### config.mk
export PLATFORM = sky130hd
export DESIGN_NAME = input_debounce_edge
export DESIGN_NICKNAME = d
export VERILOG_FILES = /design/src/rtl/input_cond_pkg.sv /design/src/rtl/sync_2ff.sv /design/src/rtl/input_debounce_edge.sv
export SDC_FILE = /design/constraint.sdc
export NUM_CORES = 1
export LEC_CHECK = 0
export CORE_MARGIN = 1.5
export CORE_UTILIZATION = 25
export DETAILED_ROUTE_END_ITERATION = 10
export HOLD_SLACK_MARGIN = 0.05
export PLACE_DENSITY_LB_ADDON = 0.3
export RECOVER_POWER = 25
export REMOVE_ABC_BUFFERS = 1
export SLEW_MARGIN = 20
export SYNTH_ARGS = -nofsm -noshare
export SYNTH_HDL_FRONTEND = slang
export SYNTH_SLANG_ARGS = --single-unit
### constraint.sdc
create_clock -name clk -period 2.1 [get_ports clk]
set_input_delay 0.42 -clock clk [delete_from_list [all_inputs] [get_ports clk]]
set_output_delay 0.42 -clock clk [all_outputs]
set_load 0.05 [all_outputs]
### src/rtl/input_cond_pkg.sv
// Shared types and defaults for the input conditioning slice.
// State encoding is fixed so debug views decode the same everywhere.
package input_cond_pkg;

    typedef enum logic [1:0] {
        S_LOW   = 2'd0,
        S_CHK_H = 2'd1,
        S_HIGH  = 2'd2,
        S_CHK_L = 2'd3
    } cond_state_t;

    localparam int DEF_STABLE_CYCLES = 4;
    localparam int DEF_CNT_W         = 8;

endpackage

### src/rtl/sync_2ff.sv
// Two-flop synchroniser for a single asynchronous level.
// Output is the input delayed by two clock edges.
module sync_2ff (
    input  logic clk,
    input  logic rst,
    input  logic d,
    output logic q
);

    logic s1;

    always_ff @(posedge clk or posedge rst) begin
        if (rst) begin
            s1 <= 1'b0;
            q  <= 1'b0;
        end else begin
            s1 <= d;
            q  <= s1;
        end
    end

endmodule

### src/rtl/input_debounce_edge.sv
// Synchronise, debounce and edge-detect a raw level input.
// Also keeps a wrapping count of accepted rising transitions.
module input_debounce_edge
    import input_cond_pkg::*;
#(
    parameter int STABLE_CYCLES = DEF_STABLE_CYCLES,
    parameter int CNT_W         = DEF_CNT_W
) (
    input  logic             clk,
    input  logic             rst,
    input  logic             din,
    input  logic             en,
    input  logic             clr_cnt,
    output logic             dout,
    output logic             rise,
    output logic             fall,
    output logic             busy,
    output logic [CNT_W-1:0] rise_cnt
);

    localparam int QW = $clog2(STABLE_CYCLES + 1);
    localparam logic [QW-1:0] Q_LAST = QW'(STABLE_CYCLES - 1);
    localparam bit ONE_CYCLE = (STABLE_CYCLES == 1);

    logic        s;
    cond_state_t state;
    logic [QW-1:0] q;
    logic        accept_rise;
    logic        accept_fall;

    sync_2ff u_sync (
        .clk (clk),
        .rst (rst),
        .d   (din),
        .q   (s)
    );

    always_comb begin
        accept_rise = 1'b0;
        accept_fall = 1'b0;
        if (en) begin
            unique case (state)
                S_LOW:   accept_rise = s && ONE_CYCLE;
                S_CHK_H: accept_rise = s && (q == Q_LAST);
                S_HIGH:  accept_fall = !s && ONE_CYCLE;
                S_CHK_L: accept_fall = !s && (q == Q_LAST);
            endcase
        end
    end

    always_ff @(posedge clk or posedge rst) begin
        if (rst) begin
            state <= S_LOW;
            q     <= '0;
            dout  <= 1'b0;
            rise  <= 1'b0;
            fall  <= 1'b0;
            busy  <= 1'b0;
        end else begin
            rise <= accept_rise;
            fall <= accept_fall;
            if (!en) begin
                // Freeze: abandon any qualification in progress
                q     <= '0;
                busy  <= 1'b0;
                state <= dout ? S_HIGH : S_LOW;
            end else if (accept_rise) begin
                state <= S_HIGH;
                dout  <= 1'b1;
                q     <= '0;
                busy  <= 1'b0;
            end else if (accept_fall) begin
                state <= S_LOW;
                dout  <= 1'b0;
                q     <= '0;
                busy  <= 1'b0;
            end else begin
                unique case (state)
                    S_LOW: begin
                        if (s) begin
                            state <= S_CHK_H;
                            q     <= QW'(1);
                            busy  <= 1'b1;
                        end
                    end
                    S_CHK_H: begin
                        if (!s) begin
                            state <= S_LOW;
                            q     <= '0;
                            busy  <= 1'b0;
                        end else begin
                            q <= q + QW'(1);
                        end
                    end
                    S_HIGH: begin
                        if (!s) begin
                            state <= S_CHK_L;
                            q     <= QW'(1);
                            busy  <= 1'b1;
                        end
                    end
                    S_CHK_L: begin
                        if (s) begin
                            state <= S_HIGH;
                            q     <= '0;
                            busy  <= 1'b0;
                        end else begin
                            q <= q + QW'(1);
                        end
                    end
                endcase
            end
        end
    end

    // Clear takes effect before a same-cycle rise is counted
    always_ff @(posedge clk or posedge rst) begin
        if (rst) begin
            rise_cnt <= '0;
        end else if (clr_cnt) begin
            rise_cnt <= accept_rise ? CNT_W'(1) : '0;
        end else if (accept_rise) begin
            rise_cnt <= rise_cnt + CNT_W'(1);
        end
    end

endmodule

== After elaboration in Yosys (flattened, before gate mapping) ==
Cells that the tools add are included.
Storage, ports and cells
  flip-flop bits (word level): 19
  word-level logic and storage cells: 62
Cells by class
  add/subtract/negate cells: 2
  muxes and demuxes: 34
  reductions and logical operators: 9
  equal/unequal tests: 8
Operators with widths (count)
  $mux W3: 7
  $mux W2: 8
  $mux W8: 2
  $mux W1: 14
  $pmux W3 S4: 1
  $ne A5 B4 Y1 const B: 2
  $ne A5 B5 Y1 const B: 2
  $add A8 B1 Y8 const B: 1
  $pmux W2 S4: 1
  $eq A2 B2 Y1 const B: 2
  $pmux W1 S4: 1
  $reduce_and A2 Y1: 2
  $reduce_and A4 Y1: 1
  $reduce_bool A2 Y1: 2
  $add A3 B1 Y3 const B: 1
  $eq A3 B2 Y1 const B: 1
  $eq A2 B1 Y1 const B: 1
  $logic_and A1 B1 Y1: 2
  $logic_not A2 Y1: 1
  $logic_not A1 Y1: 1

== Longest topological paths before layout ==
  word-level depth: 7
  gate-level depth with buffers: 5
  mapped depth without buffers: 5

== Modules after synthesis ==
A second synthesis with hierarchy kept.
Second synthesis, totals
  cell total of the unflattened synthesis: 77
  area, all modules: 842.1 µm²
By module, submodules not included
  input_debounce_edge: cells each 74, area each 788.3 µm², instances 1, sequential area each 400.4 µm²
  sync_2ff: cells each 3, area each 53.8 µm², instances 1, sequential area each 50.0 µm²

== Least setup slack after synthesis ==
OpenSTA, ideal clock, no wires.
  path kind: reg-to-reg
  start point: register rise_cnt[1]
  end point: register rise_cnt[6]
  path buffers: 0
  clock period less this slack: 1716 ps
  data arrival time: 1638 ps
  setup time: 78 ps
  slack: 384 ps
  stages on the path, launching flop included: 5
  path through: dfrtp_1 -> ha_1 -> nand4_1 -> or4_1 -> a21oi_1
Between the ends
  cells in the longest elaborated chain, start to end: 3
Ends and longest elaborated chain
  start: declaration: line input_debounce_edge.sv:18  | output logic [CNT_W-1:0] rise_cnt
  start signal: assignment: line input_debounce_edge.sv:121  | rise_cnt <= accept_rise ? CNT_W'(1) : '0;
  start signal: assignment: line input_debounce_edge.sv:123  | rise_cnt <= rise_cnt + CNT_W'(1);
  $add A8 B1 Y8: line input_debounce_edge.sv:123
  $mux W8: line input_debounce_edge.sv:122  | end else if (accept_rise) begin
  $mux W8: line input_debounce_edge.sv:120  | end else if (clr_cnt) begin
No other way between the ends. The select of a mux whose other input is x is not followed.
A chain may end at the register's enable or synchronous reset.

== Worst setup path in the final report ==
  start point: register rise_cnt[3]
  end point: output port rise_cnt[3]
No word-level cell between the ends.

==> metrics.txt <==
status complete, no violations; Finished Layout Cells 147; Die Height 63.0 um; switching pwr 158 uW; Reg power frac 0.616; Post-synth ARST share 1.00; Comb power frac 0.097; commonest non-fill, non-tap cells in the layout dfrtp_1 (19), clkdlybuf4s50_1 (14), a21oi_1 (7); dpl ws 83.3 ps; FF/Latch Area 475 um^2; clock buffer count from CTS 3; # port buffers 16; total wire length 1700 um; Worst Hold Launch u_sync.s1$_DFF_PP0_; Synth Warn # 0; Clock power frac 0.287; DR WL/cell 11.5 um; unrepaired setup endpoints after global routing false; initial antenna violation count 0; Die X 63.0 um; post-route ant nets 0; Fill cells 350; dpl cells 143; Avg Cell Area, Syn 11.0 um^2; WS Path Type reg2out; Synth cell types 32; crit share post-route 0.949; ant diodes 0; R2R Setup Slk 280 ps; core area 3390 um^2; row count 21; clock tree buffer depth 2; First-pass DRT Iterations 4; Pint 475 uW; final instance area 1140 um^2; Top-Level Pins 17; Clock Pin Slew Worst Setup and Hold Paths 110 ps; Worst Tran Pin Value 1050 ps; max-slew violations 0; gpl congestion 0.768; part of the Yosys area used for sequential elements 0.529; Worst Path Required 1680 ps; total power 633 uW; max incr delay on CP 830 ps; crit path DAT 1570 ps; largest net degree at the start of global routing 20; final hold vios 0; CP max-delay cell clkdlybuf4s50_1; final setup violation count 0; Via Count 667; Area Overhead vs Synth 26.8%; Hold EP u_sync.q$_DFF_PP0_; switch share 0.249; vias in the first global route 659; post-synthesis cell area 900 um^2; relative slew slack 0.302; Sum Neg Setup Slack 0 ps; ys flop type dfrtp_1; full die area 3970 um^2; cells after synthesis 82; Clk Latency, worst-skew pair 290 ps; Synth Register Bits 19; worst-path cell chain clkdlybuf4s50_1; Max Clk Rate 502 MHz; Total GRT Usage 0.0967; static leakage 0.485 nW; DRC errors left 0; cts hold-fix bufs 0; reg2reg end rise_cnt[5]$_DFFE_PP0P_; share of cells above drive strength 1 0.0891; # nets final 110; post-CTS setup buffers 0; Final Critical Period 1990 ps; PD cells 555 nW/um^2; CP top delay family buffers and inverters; Worst R2R Path Depth 5; clk_skew 9.22 ps; Final HPWL DP 1230 um; Initial Util 0.265; CTS sink count 19; vias per cell 4.54; Max-Cap Viols 0; HP Class reg2reg; EDFF count, synth 0; crit start category register; CP max FO 6; placed instance area 1120 um^2; H-tree depth 1; commonest non-fill, non-tap cell in the layout dfrtp_1; r2r startpoint q[0]$_DFFE_PP0P_; Worst setup EP type output pin; Overflow after GRT 0; Hold Path Cell Cnt 0; maximum resistive drop on vdd 0.295 mV; multi-input logic area 392 um^2; TritonCTS clock tree done; Buf/Inv on CP 1; DR iter-0 viols 25; Post-CTS Resized 0; CTS root buf clkbuf_4; slack of the critical path 107 ps; first-pass GRT wire length 3040 um
==> cell usage after synthesis (all sizes together) (3+ instances only) <==
cell type,instances,share of area
a21oi,7,0.039
nand4,3,0.021
inv,5,0.021
nand2,5,0.021
ha,3,0.042
o21ai,5,0.028
buf,3,0.015
dfrtp,19,0.53
o31ai,4,0.033
or4,4,0.033
==> cell type report <==
cell class	count	share of cell area
clock buffer	4	0.0230
tap	46	0.0504
timing repair buffer	18	0.150
inverter	5	0.0164
sequential	19	0.417
multi-input combinational	55	0.343
==> cell families (layout without fill, tap and decap cells) <==
family,after synthesis,in the layout,share of synthesized area
compound gates,22,22,0.154
fa+ha+maj,3,3,0.0417
simple gates,28,28,0.220
buf+inv,8,27,0.0362
xor+xnor,2,2,0.0195
flops,19,19,0.529
==> power by group through the flow <==
stage	clock network [mW]	logic [mW]	registers, mW
floorplan	0	0.0259	0.404
global route	0.209	0.0688	0.392
detailed placement	0	0.0652	0.397
finish	0.181	0.0616	0.390
global placement	0	0.0631	0.396
CTS	0.189	0.0651	0.390
==> state kept, by name, summed over array words and instances, names as in the netlist <==
signal	flops
fall	1
u_sync.q	1
rise	1
u_sync.s1	1
busy	1
state	2
rise_cnt	8
q	3
dout	1
==> per-layer routing <==
layer  global-route usage  vias to the layer above  wire length [um]
met3               0.0414                        2                86
met2                0.148                       14               757
met1                0.128                      313               839
met5                    0                        -                 0
met4               0.0167                        0                13
li1                     -                      338                 -
==> how the worst max path moves through the flow <==
stage	startpoint	endpoint	slack (ps)	depth (start not counted)
6_report	rise_cnt[3]$_DFFE_PP0P_	rise_cnt[3]	110	1
4_1_cts	rise_cnt[3]$_DFFE_PP0P_	rise_cnt[3]	100	1
5_1_grt	rise_cnt[3]$_DFFE_PP0P_	rise_cnt[3]	40	1
3_5_place_dp	en	rise_cnt[5]$_DFFE_PP0P_	80	4
3_3_place_gp	en	rise_cnt[7]$_DFFE_PP0P_	110	4
2_1_floorplan	rise_cnt[1]$_DFFE_PP0P_	rise_cnt[6]$_DFFE_PP0P_	380	4
==> stage by stage <==
| step | util | hold WS (ps) |
|---|---|---|
| 4_1_cts | 0.338 | 362 |
| 5_1_grt | 0.337 | 368 |
| 2_1_floorplan | - | 331 |
| 3_5_place_dp | 0.330 | 337 |
| 3_3_place_gp | 0.330 | 335 |
| 6_report | 0.337 | 359 |
Power figures use the tool's default switching activity.
==> edit 1, RTL diff (config.mk and constraints unchanged) <==
Encoding of `cond_state_t`: now one-hot (4 bits for 4 states).
--- a/src/rtl/input_cond_pkg.sv
+++ b/src/rtl/input_cond_pkg.sv
@@ -2,11 +2,11 @@
 // State encoding is fixed so debug views decode the same everywhere.
 package input_cond_pkg;
 
-    typedef enum logic [1:0] {
-        S_LOW   = 2'd0,
-        S_CHK_H = 2'd1,
-        S_HIGH  = 2'd2,
-        S_CHK_L = 2'd3
+    typedef enum logic [3:0] {
+        S_LOW   = 4'b0001,
+        S_CHK_H = 4'b0010,
+        S_HIGH  = 4'b0100,
+        S_CHK_L = 4'b1000
     } cond_state_t;
 
     localparam int DEF_STABLE_CYCLES = 4;
Function: no difference found for any inputs over 10 cycles, from zero or initial values and one cycle with rst high; not proved beyond that.
==> edit 1 against the original RTL <==
Routed wire length is 55% higher. Critical path depth stayed put. Clock power is 45% higher. Worst setup slack better by 0.0098 ns. Die area is 33% higher. Combinational power is 110% higher. Critical endpoint is now rise_cnt[0]. First-iteration DRC count is 16% higher. Synthesized area is 35% higher. Clock skew is 0.0061 ns lower. Sequential cell count is 2 higher. Power is 31% higher. Final area is 30% higher.
==> edit 1: results (changes against the original RTL) <==
vias: 979  # +47%
fin_hold_ws_ns: 0.360  # +0.00117 ns
ys_seq_area_share_pct: 43.3  # -9.5 points
clk_latency_ns: 0.26  # -0.03 ns
grt_usage_pct: 11.1  # +1.5 points
pre_cts_slack_ns: 0.126  # +0.0431 ns
outcome: "finished clean"
synthTopCellsByCount: "dfrtp_1, nand2_1, nor2_1"
synth_adder_area_share_pct: 3.09  # -1.1 points
met3_usage_pct: 1.93  # -2.2 points
ys_top_cells_by_area: "dfrtp_1, ha_1, nand2_1"
finalClockSkew_ns: 0.00312  # -0.00611 ns
grt_max_degree: 22  # +10%
routedWlPerCell_um: 13.3  # +15%
vdd_drop_max_mv: 0.290  # -1.9%
relSlewSlack_pct: 20.3  # -9.9 points
r2r_end: "rise_cnt[4]$_DFFE_PP0P_"
cts_root_buf: "clkbuf_8"
synth-xor-area-share_pct: 3.60  # +1.7 points
worst-r2r-cell-count: 6  # +1
crit_path_max_incr_delay_ns: 0.85  # +0.02 ns
placed_cells: 193  # +35%
syn_inst: 126  # +54%
grt_pass1_vias: 1011  # +53%
first_iter_violations: 29  # +16%
wl_met3_um: 111  # +29%
path_clk_slew_ns: 0.07  # -0.04 ns
grt_first_pass_wirelength_um: 4570  # +50%
met1_usage_pct: 14.0  # +1.1 points
p_leak_nw: 0.624  # +28%
placed_area_sq_um: 1450  # +29%
cts_made_buffers: 3  # unchanged
vias_per_cell: 4.97  # +9.5%
dp.final_hpwl_um: 1980  # +61%
ys_types: 45  # +41%
stdcell_area_sq_um: 1490  # +30%
fillers: 498  # +42%
swShare_pct: 26.0  # +1.0 points
nets: 152  # +38%
[edit 1: logic make-up after synthesis]
family,count (synthesis)
flops,21
mux,4
xor+xnor,5
simple gates,53
compound gates,25
fa+ha+maj,3
buf+inv,15
[edit 1: worst reg2reg max path, stage by stage, from the launching register on]
cell and delay, ns:
dfrtp_1 0.41, ha_1 0.21, ha_1 0.23, and4bb_2 0.30
and3_1 0.26, nand4_1 0.12, mux2_2 0.33
[edit 1: power by group through the flow]
| stage | registers (mW) | clock network, mW | logic [mW] |
|---|---|---|---|
| 2_1_floorplan | 0.456 | 0 | 0.0722 |
| 3_3_place_gp | 0.446 | 0 | 0.130 |
| 3_5_place_dp | 0.447 | 0 | 0.133 |
| 4_1_cts | 0.439 | 0.271 | 0.133 |
| 5_1_grt | 0.442 | 0.291 | 0.144 |
| 6_report | 0.439 | 0.263 | 0.129 |
[edit 1: worst max-delay path by stage]
stage	from	to	slack, ns	depth (start not counted)
floorplan	q[0]$_DFFE_PP0P_	rise_cnt[4]$_DFFE_PP0P_	0.24	6
global placement	q[0]$_DFFE_PP0P_	rise_cnt[4]$_DFFE_PP0P_	0.16	6
detailed placement	q[0]$_DFFE_PP0P_	rise_cnt[4]$_DFFE_PP0P_	0.13	6
CTS	rise_cnt[0]$_DFFE_PP0P_	rise_cnt[0]	0.11	1
global route	q[0]$_DFFE_PP0P_	rise_cnt[7]$_DFFE_PP0P_	0.01	6
finish	rise_cnt[0]$_DFFE_PP0P_	rise_cnt[0]	0.12	1
[edit 1: area by class of cell]
type	count	share of cell area, %
clock buffers	4	3.03
inverters	6	1.51
multi-input cells	90	42.0
flip-flops and latches	21	35.4
well taps	54	4.54
repair buffers	22	13.5
==> edit 2, RTL diff (same flow settings) <==
Made on the original files. `DEF_CNT_W`: 8 -> 10.
--- a/src/rtl/input_cond_pkg.sv
+++ b/src/rtl/input_cond_pkg.sv
@@ -10,7 +10,7 @@
     } cond_state_t;
 
     localparam int DEF_STABLE_CYCLES = 4;
-    localparam int DEF_CNT_W         = 8;
+    localparam int DEF_CNT_W         = 10;
 
 endpackage
 
Interface: changed (resized rise_cnt); port bits go from 17 to 19. No check against the original RTL was run, so the function may have changed too.
==> edit 2 against the original RTL <==
Worst setup slack got worse by 0.015 ns. Sequential share of layout area decreased by 2.6 points. Power increased by 18%. Combinational power decreased by 6.5%. Cell count increased by 16%. Final area increased by 18%. Routed wire length increased by 31%. Die area increased by 15%. Non-clock buffer count increased by 6. Sequential cell count increased by 2. Critical path depth unchanged. Synthesized area increased by 16%. Largest cell class unchanged.
==> edit 2: results (changes against the original RTL) <==
worst-r2r-cell-count: 5  # unchanged
clk_latency_ns: 0.26  # -0.03 ns
first_iter_violations: 47  # +88%
min_period_ns: 2.01  # +0.0151 ns
firstDrtPassIters: 4  # unchanged
ys_types: 36  # +13%
gp_congestion: 0.809  # +5.3%
crit_path_max_incr_delay_ns: 0.86  # +0.03 ns
vdd_drop_max_mv: 0.425  # +44%
ys_seq_area_share_pct: 50.4  # -2.5 points
cts-resized-gates: 0  # unchanged
path_max_fanout: 7  # +1
port_buffers: 18  # +2
r2r_slack_ns: 0.19  # -0.09 ns
outcome: "finished clean"
nets: 129  # +17%
grt_usage_pct: 11.2  # +1.6 points
grt_max_degree: 22  # +10%
vias_per_cell: 4.83  # +6.4%
finalClockSkew_ns: 0.00186  # -0.00736 ns
fillers: 404  # +15%
relSlewSlack_pct: 21.8  # -8.4 points
p_leak_nw: 0.552  # +14%
htree_levels: 1  # unchanged
drive_gt1_share_pct: 10.8  # +1.9 points
cts_root_buf: "clkbuf_8"
path_clk_slew_ns: 0.08  # -0.03 ns
grt_first_pass_wirelength_um: 3910  # +29%
cp-startpoint: "rise_cnt[2]$_DFFE_PP0P_"
ys_top_cells_by_area: "dfrtp_1, ha_1, o31ai_1"
async_flop_share_pct: 100  # unchanged
routedWlPerCell_um: 13.1  # +13%
placed_area_sq_um: 1300  # +16%
synthTopCellsByCount: "dfrtp_1, a21oi_1, inv_1"
crit_arrival_ns: 1.59  # +0.02 ns
reg.largest.list: "rise_cnt (10), q (3), state (2)"
grt_pass1_vias: 838  # +27%
dp.final_hpwl_um: 1570  # +28%
-- edit 2: changes by cell type in the layout (fill, tap and decap cells not counted), sizes merged, moves of 3 or more --
cell   before  now
nand2       5    2
nor2        0    5
nor4        0    3
buf         1    5
o21ai       5    2
mux2        0    3
-- edit 2: per-stage QoR --
step           hold slack [ns]  cells  utilization [%]  power [mW]  worst slack [ns]
6_report                 0.354    170             33.6       0.745            0.0917
5_1_grt                  0.384    170             33.6       0.777            0.0162
4_1_cts                  0.358    170             33.7       0.758            0.0753
3_5_place_dp             0.340    166             32.5       0.490             0.110
3_3_place_gp             0.336    166             32.5       0.488             0.137
2_1_floorplan            0.331     92                -       0.460             0.374
-- edit 2: report_power, final --
part / total, mW / leakage [nW] / internal (mW) / switching, mW
clock: 0.267 / 0.0255 / 0.132 / 0.134
sequential: 0.421 / 0.275 / 0.412 / 0.00900
combinational: 0.0576 / 0.251 / 0.0230 / 0.0347
-- edit 2: cell families (layout without fill, tap and decap cells) --
logic type               count (synthesis)  after routing  synth area share (%)
AO/OA/AOI/OAI                           20             20                  13.0
adder cells (fa/ha/maj)                  3              3                  3.60
AND/OR/NAND/NOR                         35             35                  21.3
multiplexers                             4              4                  4.20
buffers and inverters                   11             34                  5.03
XOR/XNOR                                 3              3                  2.52
flip-flops                              21             21                  50.4
-- edit 2: path summary, 6_finish.rpt --
kind                                           endpoint
worst min register to register       u_sync.q$_DFF_PP0_
worst max-delay path                        rise_cnt[2]
min in group asynchronous       rise_cnt[9]$_DFFE_PP0P_
worst max register to register  rise_cnt[8]$_DFFE_PP0P_
worst min-delay path                 u_sync.q$_DFF_PP0_
max in group asynchronous       rise_cnt[1]$_DFFE_PP0P_
-- edit 2: metal layers --
metal  vias up  track usage, %  part of all wire [%]  routed length (um)
met3         2            3.67                   4.9                 108
met5         -               0                     0                   0
met4         0            1.53                  0.67                  15
met2        23            19.0                    47                1060
li1        401               -                     -                   -
met1       395            14.2                    47                1050
-- edit 2: final cells by class --
| class | instances | area (sq um) | share of cell area (%) |
|---|---|---|---|
| Clock inverter | 1 | 5.00 | 0.372 |
| Tap cell | 50 | 62.6 | 4.66 |
| Inverter | 6 | 22.5 | 1.68 |
| Multi-Input combinational cell | 65 | 465 | 34.6 |
| Clock buffer | 3 | 41.3 | 3.07 |
| Sequential cell | 21 | 526 | 39.1 |
| Timing Repair Buffer | 24 | 221 | 16.5 |
